[config.mk]
export PLATFORM = sky130hd
export DESIGN_NAME = bp_be_fcsr_accum
export DESIGN_NICKNAME = d
export VERILOG_FILES = /design/src/rtl/bp_be_fcsr_accum.sv
export SDC_FILE = /design/constraint.sdc
export NUM_CORES = 1
export LEC_CHECK = 0
export CAP_MARGIN = 20
export CORE_MARGIN = 2
export CORE_UTILIZATION = 32
export CTS_BUF_LIST = sky130_fd_sc_hd__clkbuf_4 sky130_fd_sc_hd__clkbuf_8 sky130_fd_sc_hd__clkbuf_16
export DETAILED_ROUTE_END_ITERATION = 6
export PLACE_DENSITY = 0.81
export SYNTH_ARGS = -nofsm -noshare
export SYNTH_HDL_FRONTEND = slang
export SYNTH_SLANG_ARGS = --single-unit
[constraint.sdc]
create_clock -name clk_i -period 2.79 [get_ports clk_i]
set_input_delay 0.279 -clock clk_i [delete_from_list [all_inputs] [get_ports clk_i]]
set_output_delay 0.279 -clock clk_i [all_outputs]
set_load 0.03 [all_outputs]
[src/rtl/bp_be_fcsr_accum.sv]
// FP control/status accumulator: sticky fflags from commit lanes, frm, and CSR access to fflags/frm/fcsr.
// Optional BP_FCSR_ILLEGAL_FRM_EN flags reserved rounding modes on illegal_frm_o.
module bp_be_fcsr_accum #(
    parameter int lanes_p          = 2,
    parameter int csr_data_width_p = 64
) (
    input  logic                        clk_i,
    input  logic                        reset_n_i,
    input  logic [lanes_p-1:0]          retire_v_i,
    input  logic [5*lanes_p-1:0]        retire_fflags_i,
    input  logic                        csr_v_i,
    output logic                        csr_ready_o,
    input  logic [1:0]                  csr_cmd_i,
    input  logic [11:0]                 csr_addr_i,
    input  logic [csr_data_width_p-1:0] csr_data_i,
    output logic                        csr_v_o,
    output logic [csr_data_width_p-1:0] csr_data_o,
    output logic                        csr_illegal_o,
    input  logic [2:0]                  rm_i,
    output logic [2:0]                  rm_o,
    output logic                        illegal_frm_o,
    output logic [4:0]                  fflags_o,
    output logic [2:0]                  frm_o,
    output logic                        fs_dirty_o
);

    typedef enum logic {e_idle, e_resp} state_e;

    state_e     state_q, state_d;
    logic [4:0] fflags_q, fflags_d, pending_q, pending_d;
    logic [2:0] frm_q, frm_d;
    logic [7:0] rdata_q, rdata_d;
    logic       illegal_q, illegal_d, dirty_q;

    logic [4:0] lane_or, vis;
    logic       accept, addr_ff, addr_frm, addr_fcsr, legal;
    logic [7:0] old_val, opnd, new_val, field_mask;
    logic       unused_data;

    assign unused_data = ^csr_data_i[csr_data_width_p-1:8];

    always_comb begin
        lane_or = '0;
        for (int i = 0; i < lanes_p; i++)
            if (retire_v_i[i]) lane_or = lane_or | retire_fflags_i[5*i +: 5];
    end

    // CSR reads see flags still in flight, including this cycle's retirements
    assign vis       = fflags_q | pending_q | lane_or;
    assign accept    = csr_v_i & (state_q == e_idle);
    assign addr_ff   = (csr_addr_i == 12'h001);
    assign addr_frm  = (csr_addr_i == 12'h002);
    assign addr_fcsr = (csr_addr_i == 12'h003);
    assign legal     = addr_ff | addr_frm | addr_fcsr;

    always_comb begin
        old_val    = '0;
        field_mask = '0;
        if (addr_ff) begin
            old_val    = {3'b000, vis};
            field_mask = 8'h1F;
        end else if (addr_frm) begin
            old_val    = {5'b00000, frm_q};
            field_mask = 8'h07;
        end else if (addr_fcsr) begin
            old_val    = {frm_q, vis};
            field_mask = 8'hFF;
        end
        opnd = csr_data_i[7:0] & field_mask;
        unique case (csr_cmd_i)
            2'b00:   new_val = old_val;
            2'b01:   new_val = opnd;
            2'b10:   new_val = old_val | opnd;
            default: new_val = old_val & ~opnd;
        endcase
    end

    always_comb begin
        fflags_d  = fflags_q | pending_q;
        pending_d = lane_or;
        frm_d     = frm_q;
        rdata_d   = rdata_q;
        illegal_d = illegal_q;
        state_d   = (state_q == e_resp) ? e_idle : state_q;
        if (accept) begin
            state_d   = e_resp;
            rdata_d   = legal ? old_val : 8'h00;
            illegal_d = ~legal;
            if (legal && csr_cmd_i != 2'b00) begin
                // pending and lane flags are already folded into new_val / vis
                pending_d = '0;
                if (addr_ff) begin
                    fflags_d = new_val[4:0];
                end else if (addr_frm) begin
                    frm_d    = new_val[2:0];
                    fflags_d = vis;
                end else begin
                    fflags_d = new_val[4:0];
                    frm_d    = new_val[7:5];
                end
            end
        end
    end

    always_ff @(posedge clk_i or negedge reset_n_i) begin
        if (!reset_n_i) begin
            state_q   <= e_idle;
            fflags_q  <= '0;
            pending_q <= '0;
            frm_q     <= '0;
            rdata_q   <= '0;
            illegal_q <= 1'b0;
            dirty_q   <= 1'b0;
        end else begin
            state_q   <= state_d;
            fflags_q  <= fflags_d;
            pending_q <= pending_d;
            frm_q     <= frm_d;
            rdata_q   <= rdata_d;
            illegal_q <= illegal_d;
            dirty_q   <= (fflags_d != fflags_q) || (frm_d != frm_q);
        end
    end

    assign csr_ready_o   = (state_q == e_idle);
    assign csr_v_o       = (state_q == e_resp);
    assign csr_data_o    = {{(csr_data_width_p-8){1'b0}}, rdata_q};
    assign csr_illegal_o = illegal_q;
    assign fflags_o      = fflags_q;
    assign frm_o         = frm_q;
    assign fs_dirty_o    = dirty_q;
    assign rm_o          = (rm_i == 3'b111) ? frm_q : rm_i;

`ifdef BP_FCSR_ILLEGAL_FRM_EN
    assign illegal_frm_o = (rm_i == 3'b101) || (rm_i == 3'b110) ||
                           ((rm_i == 3'b111) && (frm_q >= 3'b101));
`else
    assign illegal_frm_o = 1'b0;
`endif

endmodule

# Word level (Yosys, flattened, before mapping)

Index checks and enable logic that the tools add are counted.

Equality and inequality tests: 8
Multiplexer cells: 22
Bitwise logic cells: 12
Reduce and logical (&&, ||, !) cells: 4

Operator list:

| operator              | count |
|---|---|
| $mux W8               | 7 |
| $mux W5               | 8 |
| $eq A12 B2 Y1 const B | 2 |
| $pmux W8 S3           | 1 |
| $and A8 B8 Y8         | 2 |
| $mux W3               | 5 |
| $or A5 B5 Y5          | 3 |
| $eq A12 B1 Y1 const B | 1 |
| $not A8 Y8            | 1 |
| $or A8 B8 Y8          | 1 |
| $ne A5 B5 Y1          | 1 |
| $eq A3 B3 Y1 const B  | 1 |
| $ne A3 B3 Y1          | 1 |
| $eq A2 B1 Y1 const B  | 1 |
| $eq A2 B2 Y1 const B  | 1 |
| $logic_not A2 Y1      | 1 |
| $not A1 Y1            | 2 |
| $or A1 B1 Y1          | 2 |
| $reduce_bool A2 Y1    | 1 |
| $and A1 B1 Y1         | 1 |
| $logic_and A1 B1 Y1   | 1 |
| $logic_or A1 B1 Y1    | 1 |
| $mux W1               | 1 |

Register bits after elaboration: 24
Output and inout bits: 80

# Longest topological paths before layout

Gate-level depths: netlist of the first run.

Word-level depth: 15
Depth in mapped cells: 10
Depth with buffers taken out: 8

# Worst setup path before layout of the first run

Ideal clock, no wire load.

Kind: register -> register
From: register state_q, in the netlist csr_v_o
To: register dirty_q, in the netlist fs_dirty_o
Library setup time: 0.133 ns
Data arrival time: 2.092 ns
Data required time: 2.657 ns
Slack: 0.565 ns
Stages on the path, launching flop included: 10
Path buffers: 2
Path through: dfrtp_1 nand2b_1 nor4b_1 and2_1 buf_2 buf_2 o32ai_1 nand4b_1 nor4_1 o21ai_1

Longest elaborated chain between the ends: 5

RTL lines:

| what                                         | RTL line | source |
|---|---|---|
| from (decl)                                  | 29       | `state_e state_q, state_d;` |
| from (signal assigned)                       | 107      | `state_q <= e_idle;` |
| from (signal assigned)                       | 115      | `state_q <= state_d;` |
| $not A1 Y1 *                                 | 50       | `assign accept = csr_v_i & (state_q == e_idle);` |
| $and A1 B1 Y1 *                              | 50       |  |
| $mux W5 or $mux W3 (tied branches)           | 85       | `if (accept) begin` |
| $ne A5 B5 Y1 or $ne A3 B3 Y1 (tied branches) | 121      | `dirty_q <= (fflags_d != fflags_q) \|\| (frm_d != frm_q);` |
| $logic_or A1 B1 Y1 *                         | 121      |  |
| to (signal assigned)                         | 121      |  |
| to (decl)                                    | 33       | `logic illegal_q, illegal_d, dirty_q;` |

Mark *: on every way between the ends. The rest lies on a longest branch, timed or not.
A chain may end at the register's enable or synchronous reset.

# Worst setup path after layout of the first run

From: input csr_addr_i[0]
To: register dirty_q, in the netlist fs_dirty_o

Longest elaborated chain between the ends: 14

RTL lines:

| what                                         | RTL line | source |
|---|---|---|
| from (decl)                                  | 14       | `input logic [11:0] csr_addr_i,` |
| $eq A12 B2 Y1                                | 53       | `assign addr_fcsr = (csr_addr_i == 12'h003);` |
| $mux W8                                      | 65       | `end else if (addr_fcsr) begin` |
| $mux W8                                      | 62       | `end else if (addr_frm) begin` |
| $mux W8                                      | 59       | `if (addr_ff) begin` |
| $and A8 B8 Y8                                | 69       | `opnd = csr_data_i[7:0] & field_mask;` |
| $not A8 Y8                                   | 74       | `default: new_val = old_val & ~opnd;` |
| $and A8 B8 Y8                                | 74       |  |
| $pmux W8 S3                                  | 70       | `unique case (csr_cmd_i)` |
| $mux W5 or $mux W3 (tied branches)           | 94       | `end else if (addr_frm) begin` |
| $mux W5 or $mux W3 (tied branches)           | 92       | `if (addr_ff) begin` |
| $mux W5 or $mux W3 (tied branches)           | 89       | `if (legal && csr_cmd_i != 2'b00) begin` |
| $mux W5 or $mux W3 (tied branches)           | 85       |  |
| $ne A5 B5 Y1 or $ne A3 B3 Y1 (tied branches) | 121      |  |
| $logic_or A1 B1 Y1 *                         | 121      |  |

Marked as above.

==> results of run 1 <==
cell type report:
class,count,area [um^2],share of cell area (%)
repair buffers,88,816,29.7
flip-flops and latches,24,601,21.9
multi-input cells,214,1170,42.5
well taps,77,96.3,3.51
clock buffers,3,41.3,1.50
inverters,7,26.3,0.956
flip-flops by register name, summed over array words and instances, names as in the netlist:
signal,count
rdata_q,8
fflags_o,5
pending_q,5
frm_o,3
csr_illegal_o,1
csr_v_o,1
fs_dirty_o,1
worst min-delay path by stage:
stage | start | endpoint | slack [ps] | depth (start not counted)
finish | reset_n_i | frm_o[0] | 360 | 2
global route | reset_n_i | rdata_q[5] | 390 | 2
CTS | reset_n_i | rdata_q[6] | 380 | 2
detailed placement | rdata_q[7] | rdata_q[7] | 470 | 2
global placement | rdata_q[6] | rdata_q[6] | 460 | 2
floorplan | reset_n_i | csr_illegal_o | -20 | 0
layer usage:
metal / up-vias / GRT usage, % / part of all wire, %
met2: 116 / 23.9 / 47
met5: - / 0 / 0
met3: 13 / 0.890 / 8.3
li1: 952 / - / -
met1: 944 / 20.3 / 42
met4: 0 / 5.28 / 2.4
synth_stat cells (3+ instances only):
cell      instances
nor3_1            5
a22o_1            3
o31ai_1           3
or2_1             3
buf_2             4
buf_4            57
a21oi_1           8
nor2_1           26
xor2_1            3
and2_1            5
o21ai_0          10
a22oi_1           7
inv_1             6
dfrtp_1          24
a31oi_1           3
o21ai_1           3
nand3_1           7
nand2_1          25
clkbuf_1          4
o22ai_1           4
power groups by stage:
stage	Combinational (mW)	Clock (mW)	Sequential, mW
CTS	0.297	0.197	0.367
detailed placement	0.296	0	0.374
finish	0.298	0.196	0.367
floorplan	0.224	0	0.386
global route	0.317	0.218	0.369
global placement	0.293	0	0.373
cells by family after synthesis:
family                    share of synthesized area, %
and+or+nand+nor                                   21.9
DFF                                               29.3
buffers and inverters                             23.9
xor gates and xnor gates                          1.71
AOI/OAI and AO/OA                                 21.9
other                                            0.183
muxes                                             1.10
per-stage QoR:
step | power, mW | std cells | cell area (um^2) | hold slack (ps) | setup slack [ps]
after global placement | 0.666 | 410 | 2710 | 463 | 18.9
after CTS | 0.862 | 413 | 2750 | 384 | 288
final | 0.860 | 413 | 2750 | 364 | 221
after global routing | 0.903 | 413 | 2750 | 387 | 132
after detailed placement | 0.670 | 410 | 2710 | 474 | 13.6
after floorplan | 0.610 | 310 | 2260 | -16.6 | 565
worst max-delay path, cell delays in order:
cell and delay, ps:
clkdlybuf4s50_1 570, or3b_4 450, a21o_1 190, a221oi_2 230, nor3_1 90, buf_4 150, a22oi_1 180, o22ai_1 90
nor4_1 340, o21ai_1 120
==> summary.md, run 1 <==
| Metric | Value |
|---|---|
| Total negative setup slack | 0 ps |
| ANT nets after route | 0 |
| Minimum clock period | between 2000 and 3000 ps |
| First-pass GRT wire length | approximately 8600 um |
| # IOs | ~180 |
| Starting DRC count in detailed routing | 174 |
| Clock network fraction of design power | 22.7% |
| Vias per cell | slightly below 5 |
| Outcome | completed |
| Synth cell types | 53 |
| Top cells by area, synth | dfrtp_1 29%, buf_4 21%, nor2_1 4.8% |
| Synth Cell Area | between 0.002 and 0.0025 mm^2 |
| Max-slew violations | 0 |
| Share of post-route cells with drive strength above 1 | between 10% and 20% |
| Yosys warnings | 0 |
| Net Sw Power | between 0.3 and 0.4 mW |
| Final WL | ~5200 um |
| Hold Vio Cnt, Final | 0 |
| Post-CTS Hold Fix Bufs | 0 |
| Top_reg_cell synth | dfrtp_1 |
| CP Launch Type | input port |
| CTS tree | built |
| Comb power frac | between 30% and 40% |
| Crit path kind | in -> reg |
| Reg2Reg Depth | 8 |
| Period utilization | a little over 90% |
| Starting density of the core | 32.6% |
| Pleak | between 1 and 1.5 nW |
| Most frequent cells in the layout | 62 x clkdlybuf4s50_1, 57 x conb_1, 26 x nor2_1, 26 x buf_4, 25 x nand2_1 |
| Die area | 0.00705 mm^2 |
| Crit Reg-Reg Endpoint | fs_dirty_o |
| Avg Inst Size Synth | between 8 and 9 um^2 |
| Clk sinks | 24 |
| Flop pwr share | a little over two fifths |
| Final Setup Violations | 0 |
| WL/cell | around 13 um |
| Pwr dens | roughly 310 mW/mm^2 |
| Fmax | ~0.39 GHz |
| Crit end category | register |
| GP Congestion | between 0.9 and 1 |
| Clock buffer depth | 2 |
| Vias in the first global route | between 1.5k and 2k |
| Leading area contributor after synthesis | dfrtp_1 |
| Total CTS buffers | 3 |
| DRT Pass-1 Iters | 4 |
| DRC | 0 |
| Die Y | around 84 um |
| Gr ovfl total | 0 |
| Setup Skew | between 1.5 and 2 ps |
| Worst-path clk slew | ~80 ps |
| NumNets Final | approximately 430 |
| Min-delay worst type | in -> async |
| Synth top area share | 29.3% |
| Die W | between 80 and 90 um |
| Flop-to-flop setup slack | 270 ps |
| # Post-CTS Setup Buffers | 0 |
| Initial antenna violation count | 0 |
| Worst skew pair latency | about 260 ps |
| Cts repair resizes | 0 |
| Fill cells | 621 |
| Final Util | between 40% and 50% |
| H-tree levels | 1 |
| Area grow syn2layout | 34.2% |
| Unrepaired setup endpoints after global routing | false |
| Async S/R FF share, synth | between 90% and 100% |
| Peak supply drop | about 0.2 mV |
| IO buf count | between 60 and 70 |
| Cell-internal power | 0.560 mW |
| GRT Total Usage | between 10 and 15% |
| Max cap viols | 0 |
| CP Max Fanout | 6 |
| CORE AREA | around 0.0063 mm^2 |
| Arr. time, crit path | around 2700 ps |
| Largest net degree at the start of global routing | 25 |
| Synthesized instance count | approximately 250 |
| Inserted Diodes | 0 |
| Detailed Place HPWL | roughly 4400 um |
| Post-synth EDFFs | 0 |
| Crit Reg-Reg Startpoint | csr_v_o |
| Last element of the critical path | fs_dirty_o |
| Synth Register Bits | 24 |
| Critical path launch point | csr_addr_i[0] |
| Register area share after synthesis | 29.3% |
| Vias | about 2k |
| Commonest non-fill, non-tap cell in the layout | clkdlybuf4s50_1 |
| Sw Ratio | 34.9% |
| Root Buffer | clkbuf_8 |
| Cell row count | 29 |
| Worst Path Required | just under 3000 ps |
(Power assumes the default switching activity.)
==> run 2, diff against run 1 <==
MAX_ROUTING_LAYER = met4   (was unset)
==> summary.md, run 2 (synthesized netlist as in run 1, its figures left out) <==
| Metric | Value |
|---|---|
| Outcome | completed (unchanged) |
| Critical path launch point | csr_addr_i[1] (was csr_addr_i[0]) |
| # IOs | 176 (unchanged) |
| Largest Register | rdata_q (unchanged) |
| Number of flip-flops in the largest register | 8 (unchanged) |
| Vias in the first global route | 1709 (was 1789) |
| Crit end category | register (unchanged) |
| Net Sw Power | 0.311 mW (was 0.300 mW) |
| Clock network fraction of design power | 31.1% (was 22.7%) |
| NumNets Final | 437 (was 434) |
| Share of post-route cells with drive strength above 1 | 12.4% (was 11.3%) |
| GP Congestion | 0.994 (was 0.983) |
| Final Setup Violations | 0 (unchanged) |
| Pre-CTS WS | -20.6 ps (was 13.6 ps) |
| Pleak | 1.23 nW (was 1.20 nW) |
| Die Y | 84.0 um (unchanged) |
| Crit path kind | in -> reg (unchanged) |
| Arr. time, crit path | 2660 ps (was 2700 ps) |
| Fill cells | 620 (was 621) |
| GRT Total Usage | 14.6% (about the same) |
| Comb power frac | 31.0% (was 34.7%) |
| CORE AREA | 0.00628 mm^2 (unchanged) |
| CP Launch Type | input port (unchanged) |
| Worst skew pair latency | 260 ps (about the same) |
| DRT Pass-1 Iters | 4 (unchanged) |
| Final Util | 44.6% (was 43.8%) |
| Starting density of the core | 32.6% (unchanged) |
| Hold Vio Cnt, Final | 0 (unchanged) |
| Die W | 84.0 um (unchanged) |
| Worst path slowest cell | clkdlybuf4s50_1 (unchanged) |
| First-pass GRT wire length | 8200 um (was 8560 um) |
| Clock buffer depth | 2 (unchanged) |
| IO buf count | 62 (unchanged) |
| Min-delay worst type | in -> async (unchanged) |
| Detailed Place HPWL | 4440 um (was 4350 um) |
| Fmax | 0.395 GHz (was 0.389 GHz) |
| # Post-CTS Setup Buffers | 0 (unchanged) |
| Flop pwr share | 37.9% (was 42.6%) |
| Clk sinks | 24 (unchanged) |
| Largest net degree at the start of global routing | 25 (unchanged) |
| Final WL | 5230 um (was 5190 um) |
| H-tree levels | 1 (unchanged) |
| Final Power | 0.968 mW (was 0.860 mW) |
| Total CTS buffers | 3 (unchanged) |
| Buffers & Inverters on Critical Path | 1 (was 2) |
| Commonest non-fill, non-tap cell in the layout | clkdlybuf4s50_1 (unchanged) |
| Crit-path cells | clkdlybuf4s50_1 > nor2_1 > nor4b_1 > and2_1 > o21ai_0 > a31oi_1 > o2bb2ai_1 > nor4_1 > o21ai_1 (was clkdlybuf4s50_1 > or3b_4 > a21o_1 > a221oi_2 > nor3_1 > buf_4 > a22oi_1 > o22ai_1 > nor4_1 > o21ai_1) |
| ANT nets after route | 0 (unchanged) |
| Worst Path Required | 2920 ps (about the same) |
| CP Max Fanout | 6 (unchanged) |
| Starting DRC count in detailed routing | 179 (was 174) |
| Crit Reg-Reg Startpoint | csr_v_o (unchanged) |
| Vias | 2023 (was 2025) |
| CTS tree | built (unchanged) |
| Cts repair resizes | 0 (unchanged) |
| Pwr dens | 346 mW/mm^2 (was 313 mW/mm^2) |
| Peak supply drop | 0.184 mV (was 0.197 mV) |
| Initial antenna violation count | 0 (unchanged) |
| Vias per cell | 4.85 (was 4.90) |
| Unrepaired setup endpoints after global routing | false (unchanged) |
| WL/cell | 12.5 um (was 12.6 um) |
| CP peak stage delay | 590 ps (was 570 ps) |
| Cell-internal power | 0.657 mW (was 0.560 mW) |
| Die area | 0.00705 mm^2 (unchanged) |
| Max-slew violations | 0 (unchanged) |
| Area grow syn2layout | 36.8% (was 34.2%) |
| Gr ovfl total | 0 (unchanged) |
| Sw Ratio | 32.2% (was 34.9%) |
| Minimum clock period | 2530 ps (was 2570 ps) |
| Final worst slack | 260 ps (was 221 ps) |
| Max cap viols | 0 (unchanged) |
| Inserted Diodes | 0 (unchanged) |
| Cell row count | 29 (unchanged) |
| DRC | 0 (unchanged) |
| Period utilization | 90.7% (was 92.1%) |
| Setup Skew | 2.39 ps (was 1.70 ps) |
| CP top delay family | simple AND/OR/NAND/NOR gates (unchanged) |
| Post-CTS Hold Fix Bufs | 0 (unchanged) |
| Root Buffer | clkbuf_8 (unchanged) |
| Most frequent cells in the layout | 62 x clkdlybuf4s50_1, 57 x conb_1, 29 x buf_4, 26 x nor2_1, 25 x nand2_1 (was 62 x clkdlybuf4s50_1, 57 x conb_1, 26 x nor2_1, 26 x buf_4, 25 x nand2_1) |
| Worst-path clk slew | 80 ps (about the same) |
[run 2: path summary, 6_finish.rpt]
path,slack [ps],endpoint,cells past startpoint
max,260,fs_dirty_o,9
min in group clk_i,480,rdata_q[6],2
max reg2reg,310,fs_dirty_o,8
min,370,rdata_q[7],2
min reg2reg,480,rdata_q[6],2
max in group asynchronous,2190,pending_q[2],2
[run 2: per-stage QoR]
| step | area [um^2] | setup TNS, ps | instances | hold slack, ps |
|---|---|---|---|---|
| 6_report | 2800 | 0 | 417 | 369 |
| 5_1_grt | 2800 | 0 | 417 | 388 |
| 4_1_cts | 2800 | 0 | 417 | 377 |
| 3_5_place_dp | 2730 | -20.6 | 413 | 470 |
| 3_3_place_gp | 2730 | 0 | 413 | 464 |
| 2_1_floorplan | 2260 | 0 | 310 | -16.6 |
[run 2: cell type report]
class	instances	area (um^2)	share of cell area [%]
flip-flops and latches	24	601	21.4
clock inverters	1	30.0	1.07
well taps	77	96.3	3.44
repair buffers	91	838	29.9
inverters	7	26.3	0.938
clock buffers	3	41.3	1.47
multi-input cells	214	1170	41.7
[run 2: per-layer routing]
metal | global-route usage, % | vias up | share of wire, %
met5 | - | - | 0
met1 | 19.3 | 933 | 40
met2 | 23.8 | 123 | 49
li1 | - | 959 | -
met4 | 4.25 | 0 | 1.4
met3 | 1.48 | 8 | 9.3
[run 2: power groups by stage]
stage / clock [mW] / sequential [mW] / combinational [mW]
CTS: 0.306 / 0.367 / 0.299
finish: 0.301 / 0.367 / 0.300
floorplan: 0 / 0.386 / 0.224
global route: 0.326 / 0.368 / 0.317
global placement: 0 / 0.373 / 0.295
detailed placement: 0 / 0.374 / 0.299
[run 2: worst register-to-register path, delay by kind of cell (launching register included)]
kind	cells	cell delay, ps
AOI/OAI and AO/OA	4	580
and+or+nand+nor	4	1380
DFF	1	390
